File: src/rtl/int_ctrl_pkg.sv
// Shared definitions for the interrupt controller: FSM state codes, default vector layout,
// and the vector address helper.
package int_ctrl_pkg;

    typedef enum logic [1:0] {
        INT_IDLE    = 2'd0,
        INT_TAKE    = 2'd1,
        INT_HANDLER = 2'd2,
        INT_RETURN  = 2'd3
    } int_state_e;

    localparam logic [31:0] DEF_VEC_BASE   = 32'h0000_0100;
    localparam int unsigned DEF_VEC_STRIDE = 4;

    // Vector address wraps modulo 2^32; the source index is zero-extended.
    function automatic logic [31:0] vec_addr(input logic [31:0] base,
                                             input logic [2:0]  idx,
                                             input int unsigned stride);
        logic [31:0] w_off;
        w_off = {29'd0, idx} * stride;
        return base + w_off;
    endfunction

endpackage

File: src/rtl/int_prio_enc.sv
// Combinational priority encoder: lowest set request bit wins.
module int_prio_enc #(
    parameter int unsigned N_SRC = 4
) (
    input  logic [N_SRC-1:0] i_req,
    output logic             o_valid,
    output logic [2:0]       o_idx
);

    always_comb begin
        o_valid = |i_req;
        o_idx   = 3'd0;
        // Walk from the top so the lowest set index is the last assignment.
        for (int i = int'(N_SRC) - 1; i >= 0; i--) begin
            if (i_req[i]) begin
                o_idx = 3'(i);
            end
        end
    end

endmodule

File: src/rtl/int_ctrl.sv
// Interrupt controller: edge-detected pending requests, priority pick, and one-cycle
// redirects to the vector on entry and back to the saved PC on eret.
module int_ctrl
    import int_ctrl_pkg::*;
#(
    parameter int unsigned N_SRC      = 4,
    parameter logic [31:0] VEC_BASE   = DEF_VEC_BASE,
    parameter int unsigned VEC_STRIDE = DEF_VEC_STRIDE
) (
    input  logic             i_clk,
    input  logic             i_rst,
    input  logic [N_SRC-1:0] i_irq_in,
    input  logic             i_int_en,
    input  logic [N_SRC-1:0] i_irq_mask,
    input  logic             i_can_take,
    input  logic [31:0]      i_cur_pc,
    input  logic             i_eret,
    output logic             o_int_sig,
    output logic [31:0]      o_int_addr,
    output logic [31:0]      o_epc,
    output logic [2:0]       o_cause,
    output logic             o_in_handler,
    output logic [N_SRC-1:0] o_pending
);

    int_state_e       r_state;
    int_state_e       w_state_nxt;
    logic [N_SRC-1:0] r_irq_prev;
    logic [N_SRC-1:0] r_pending;
    logic [N_SRC-1:0] w_pending_nxt;
    logic [N_SRC-1:0] w_edge;
    logic [N_SRC-1:0] w_eligible;
    logic [N_SRC-1:0] w_clr;
    logic [31:0]      r_epc;
    logic [2:0]       r_cause;
    logic             w_win_valid;
    logic [2:0]       w_win_idx;

    assign w_edge     = i_irq_in & ~r_irq_prev;
    assign w_eligible = r_pending & ~i_irq_mask;

    int_prio_enc #(
        .N_SRC(N_SRC)
    ) u_prio_enc (
        .i_req  (w_eligible),
        .o_valid(w_win_valid),
        .o_idx  (w_win_idx)
    );

    // Clear is applied before the new edge so a same-cycle edge keeps the bit set.
    always_comb begin
        w_clr = '0;
        if (r_state == INT_TAKE) begin
            w_clr = N_SRC'(1) << r_cause;
        end
        w_pending_nxt = (r_pending & ~w_clr) | w_edge;
    end

    always_comb begin
        w_state_nxt = r_state;
        unique case (r_state)
            INT_IDLE: begin
                if (i_int_en && w_win_valid && i_can_take) begin
                    w_state_nxt = INT_TAKE;
                end
            end
            INT_TAKE:    w_state_nxt = INT_HANDLER;
            INT_HANDLER: begin
                if (i_eret) begin
                    w_state_nxt = INT_RETURN;
                end
            end
            INT_RETURN:  w_state_nxt = INT_IDLE;
            default:     w_state_nxt = INT_IDLE;
        endcase
    end

    always_ff @(posedge i_clk or posedge i_rst) begin
        if (i_rst) begin
            r_state    <= INT_IDLE;
            r_irq_prev <= '0;
            r_pending  <= '0;
            r_epc      <= 32'd0;
            r_cause    <= 3'd0;
        end else begin
            r_state    <= w_state_nxt;
            r_irq_prev <= i_irq_in;
            r_pending  <= w_pending_nxt;
            if (r_state == INT_IDLE && w_state_nxt == INT_TAKE) begin
                r_cause <= w_win_idx;
            end
            if (r_state == INT_TAKE) begin
                r_epc <= i_cur_pc;
            end
        end
    end

    always_comb begin
        o_int_sig  = 1'b0;
        o_int_addr = 32'd0;
        unique case (r_state)
            INT_TAKE: begin
                o_int_sig  = 1'b1;
                o_int_addr = vec_addr(VEC_BASE, r_cause, VEC_STRIDE);
            end
            INT_RETURN: begin
                o_int_sig  = 1'b1;
                o_int_addr = r_epc;
            end
            default: begin
                o_int_sig  = 1'b0;
                o_int_addr = 32'd0;
            end
        endcase
    end

    assign o_in_handler = (r_state != INT_IDLE);
    assign o_epc        = r_epc;
    assign o_cause      = r_cause;
    assign o_pending    = r_pending;

endmodule

File: config.mk
export PLATFORM = sky130hd
export DESIGN_NAME = int_ctrl
export DESIGN_NICKNAME = d
export VERILOG_FILES = /design/src/rtl/int_ctrl_pkg.sv /design/src/rtl/int_prio_enc.sv /design/src/rtl/int_ctrl.sv
export SDC_FILE = /design/constraint.sdc
export NUM_CORES = 1
export LEC_CHECK = 0
export ABC_AREA = 1
export CORE_MARGIN = 2
export CORE_UTILIZATION = 38
export CTS_BUF_LIST = sky130_fd_sc_hd__clkbuf_16
export DETAILED_ROUTE_END_ITERATION = 10
export GPL_TIMING_DRIVEN = 1
export PLACE_DENSITY = 0.79
export SETUP_SLACK_MARGIN = 0.5
export SLEW_MARGIN = 20
export SYNTH_ARGS = -nofsm -noshare
export SYNTH_HDL_FRONTEND = slang
export SYNTH_SLANG_ARGS = --single-unit
File: constraint.sdc
create_clock -name i_clk -period 1.9 [get_ports i_clk]
set_input_delay 0.38 -clock i_clk [delete_from_list [all_inputs] [get_ports i_clk]]
set_output_delay 0.38 -clock i_clk [all_outputs]
set_load 0.02 [all_outputs]
### Yosys cells after proc, flatten, opt, wreduce, memory -nomap -nowiden

Index checks and enable logic that the tools add are counted.

* order comparisons: 0
* eq/ne operators: 4
* reduce and logical (&&, ||, !) cells: 7
* add/subtract/negate cells: 1
* muxes and demuxes: 10
* shifts and indexed selects: 1
* $mul: 0
* bitwise operators: 7
* divide/modulo/power cells: 0

Operators with widths (number)
* $pmux 32 s2: 1
* $and 4x4->4: 3
* $mux 2: 6
* $not 4->4: 3
* $add 9x5->10 const A: 1
* $pmux 2 s4: 1
* $eq 2x1->1 const B: 2
* $eq 2x2->1 const B: 2
* $mux 4: 1
* $or 4x4->4: 1
* $reduce_or 4->1: 1
* $shl 1x3->4 const A: 1
* $logic_and 1x1->1: 3
* $logic_not 2->1: 1
* $reduce_bool 2->1: 1
* $reduce_or 2->1: 1
* $mux 1: 1

* bits in read-only memories: 0
* input port bits: 45
* output and inout port bits: 73
* RAM bits: 0
* word-level logic and storage cells: 35
* register bits: 45
* memories kept: 0
* bits in latches: 0

### Logic depth before layout (Yosys ltp)

Gate-level depths: netlist of the first run.

* depth after elaboration: 9
* depth in mapped cells: 8
* mapped depth without buffers: 8

### Hierarchy

From an unflattened synthesis of the first run, not the netlist that was laid out.

* cells, all modules: 276
* area, all modules: 2104.5 µm²

By module, submodules not included
* int_ctrl: times used 1, sequential area each 1126.1 µm², cells an instance 265, area an instance 2047.0 µm²
* int_prio_enc: times used 1, sequential area each 0.0 µm², cells an instance 11, area an instance 57.6 µm²

### Worst setup path after synthesis of the first run

No wires, ideal clock.

* path kind: register to output
* start: reg r_state[0]
* end: out o_int_addr[2]
* path slack: 253 ps
* cell stages (with the launch flop): 5
* data arrival time: 1267 ps
* path buffers: 1
* required time: 1520 ps
* cell sequence: dfrtp_1 -> ha_1 -> buf_2 -> inv_1 -> o21ai_0

* cells in the longest elaborated chain, start to end: 2
* elaborated cells on any way between the ends: 3
* those cells by class: eq/ne: 2; mux: 1

RTL lines
* start: declaration: line int_ctrl.sv:26 `int_state_e r_state;`
* start signal: assignment: line int_ctrl.sv:86 `r_state <= w_state_nxt;`
* $eq 2x2->1 or $eq 2x1->1 (tied branches): line int_ctrl.sv:101 `unique case (r_state)`
* $pmux 32 s2 *: line int_ctrl.sv:101
* end: declaration: line int_ctrl.sv:19 `output logic [31:0] o_int_addr,`

Mark *: on every way between the ends. The rest lies on a longest branch, timed or not.

### Final worst setup path of the first run

* start: reg r_state[0]
* end: out o_int_addr[28]

Same word-level chain as after synthesis.

==> out/metrics.cfg, run 1 <==
[placement]
dp_hpwl_um=4160
place.gp.congestion=0.842
io_buffer_count=116
dp_cells=456

[status]
outcome=completed

[route]
vias_per_cell=4.46
wirelength_um=6070
drc=0
route.vias.total=2135
drt-wirelength-per-cell_um=12.7
ant_nets=0
drt_pre_antenna_iters=4
dr.first_iter.drc_count=67

[timing]
drv_slew=0
fin_skew_ns=0.00274
finalSetupViolCount=0
min_period_ns=1.79
hold_viol=0
rsz0062_at_grt=yes
fmax_mhz=560
tns_ns=0
post-route-period-util_pct=94.0

[pwr]
pwr-share-clk_pct=13.5
seqPwrFrac_pct=30.0
switching_share_pct=44.0
power_frac_comb_pct=56.5
power_switching_mw=2.59
p_int_mw=3.30
power_mw=5.89
peakVddDrop_uv=872
p_leak_nw=2.14
power_density_nw_per_um2=1560

[worst_setup_path]
critPathTopFamily=flip-flops
startpoint=r_state[0]
timing.rr.end=o_pending[2]
crit_path_start_kind=flop
cpPeakStageDelay_ns=0.44
crit_buf_inv=4
r2r-start=r_state[1]
crit_slowest_cell=dfrtp_2
reg2reg_depth=9
crit_path_max_fanout=7
critical_path_class=flop to output pin
cp.arrival_ns=1.41
cp-end-kind=output pin
r2r_slack_ns=0.23
crit_path_cell_trace=ha_4 > buf_12 > buf_16 > nand2_2 > inv_2 > buf_6
cp_data_required_time_ns=1.52

[global_route]
antenna_found_initial=0
grt_overflow_total=0
grt_pass1_vias=2133
grtUsageTotal_pct=21.0
grt_max_degree=31
grt_first_pass_wirelength_um=10100

[floorplanning]
die_h_um=77.5
core-area_um2=5170
die_area_um2=6000
fp.dieW_um=77.5
placementRows=26
initial_utilization_pct=39.7
num_io_pins=118

[cts]
path_clk_slew_ns=0.06
cts_max_path_buffers=2
postCtsHoldBufs=0
htreeDepth=2
numCtsBuffers=5
clkSinkCount=44
cts_tree=built
cts_root_buf=clkbuf_16
clkLatencyLatePin_ns=0.28

[finish]
final_common_cell=nand2_1
finalNonFillerCells=479
diodes=0
layout_common_cells=113 x nand2_1, 44 x clkdlybuf4s50_1, 40 x dfrtp_1
final_nets=458
syn_to_final_growth_pct=83.6
final_layout_size_suffix_gt1_share_pct=34.7

[yosys]
synth_compound_area_share_pct=4.82
synth_mux_area_share_pct=0
yosys_register_bits=44
syn_area_per_cell_um2=7.69
netlist_instances=267
ys_top_cells_by_area=dfrtp_1 54%, nand2_1 24%, inv_1 8.8%
synth_area_leader_cell=dfrtp_1
yosysWarnings=0
netlist.area_leader.share_pct=53.7
synth_xor_area_share_pct=0
syn-num-nets=316
synth-simple-area-share_pct=27.2
synthAdderAreaFrac_pct=2.44
synth_top_family_by_area=simple AND/OR/NAND/NOR gates
syn_area_um2=2050
yosysSeqAreaShare_pct=53.7
ys_types=18

[min_path]
hold_class=flop to flop
hold_path.startpoint=r_irq_prev[2]
min_path_cells=1
min_to=o_pending[2]

[run]
cap_violations=0

-- repair_timing --
item	CTS	global route
cloned	2	0
setup endpoints to repair	101	72
gates resized for setup	283	66
setup buffers	12	2
pin swaps	4	4
-- sequential cells by signal, summed over array words and instances, names as in the netlist --
signal	flops
o_cause	2
o_epc	32
r_state	2
o_pending	4
r_irq_prev	4
-- metrics by stage --
stage | utilization (%) | instance area [µm²] | setup slack (ns) | hold WS [ns]
after floorplan | - | 2070 | 0.504 | 0.384
after global placement | 65.3 | 3380 | -0.0212 | 0.399
after detailed placement | 65.3 | 3380 | -0.0685 | 0.410
after CTS | 71.6 | 3710 | 0.104 | 0.417
after global routing | 72.8 | 3770 | 0.0705 | 0.434
final | 72.8 | 3770 | 0.115 | 0.413
-- power groups by stage --
stage | clock [mW] | combinational (mW) | sequential (mW)
after global routing | 0.847 | 3.61 | 1.82
after CTS | 0.812 | 3.20 | 1.71
after detailed placement | 0 | 3.07 | 1.69
final | 0.793 | 3.33 | 1.77
after floorplan | 0 | 1.11 | 2.10
after global placement | 0 | 3.02 | 1.67
-- synth_stat cells, drive strengths merged --
| cell type | number |
|---|---|
| a21oi | 1 |
| conb | 1 |
| dfrtp | 44 |
| a21boi | 1 |
| o31ai | 1 |
| buf | 11 |
| o21ai | 15 |
| nand4 | 2 |
| nand3 | 3 |
| ha | 4 |
| inv | 48 |
| nand2 | 136 |
-- metal layers --
metal	track usage, %	vias to the layer above	part of all wire (%)
met2	36.5	75	52
met5	0	-	0
met3	4.65	10	5.2
met4	7.14	0	1.6
met1	25.9	988	42
li1	-	1062	-
-- how the worst max path moves through the flow --
stage                      to  slack (ns)  cells past startpoint
6_report       o_int_addr[28]        0.11                      6
5_1_grt        o_int_addr[21]        0.07                      6
4_1_cts         o_int_addr[5]        0.10                      6
3_5_place_dp    o_int_addr[8]       -0.07                      5
3_3_place_gp   o_int_addr[27]       -0.02                      5
2_1_floorplan   o_int_addr[2]        0.50                      4
-- layout make-up --
type | count | area, µm²
fillers | 394 | 1410
repair buffers | 146 | 1390
flip-flops and latches | 44 | 1110
multi-input cells | 164 | 862
inverters | 48 | 194
clock buffers | 5 | 125
well taps | 70 | 87.6
clock inverters | 2 | 7.51
-- logic make-up (layout without fill, tap and decap cells) --
family | Yosys count | in the layout
other | 1 | 1
adders and majority gates | 4 | 4
DFF | 44 | 44
and+or+nand+nor | 141 | 141
buffers and inverters | 59 | 201
AOI/OAI and AO/OA | 18 | 18
(Power assumes the default switching activity.)
==> run 2, diff against run 1 <==
--- a/config.mk
+++ b/config.mk
@@ -6,6 +6,7 @@
 export NUM_CORES = 1
 export LEC_CHECK = 0
 export ABC_AREA = 1
+export CAP_MARGIN = 10
 export CORE_MARGIN = 2
 export CORE_UTILIZATION = 38
 export CTS_BUF_LIST = sky130_fd_sc_hd__clkbuf_16
==> results of run 2 <==
Same layout as run 1: the final DEF is identical, and so are final timing and power.
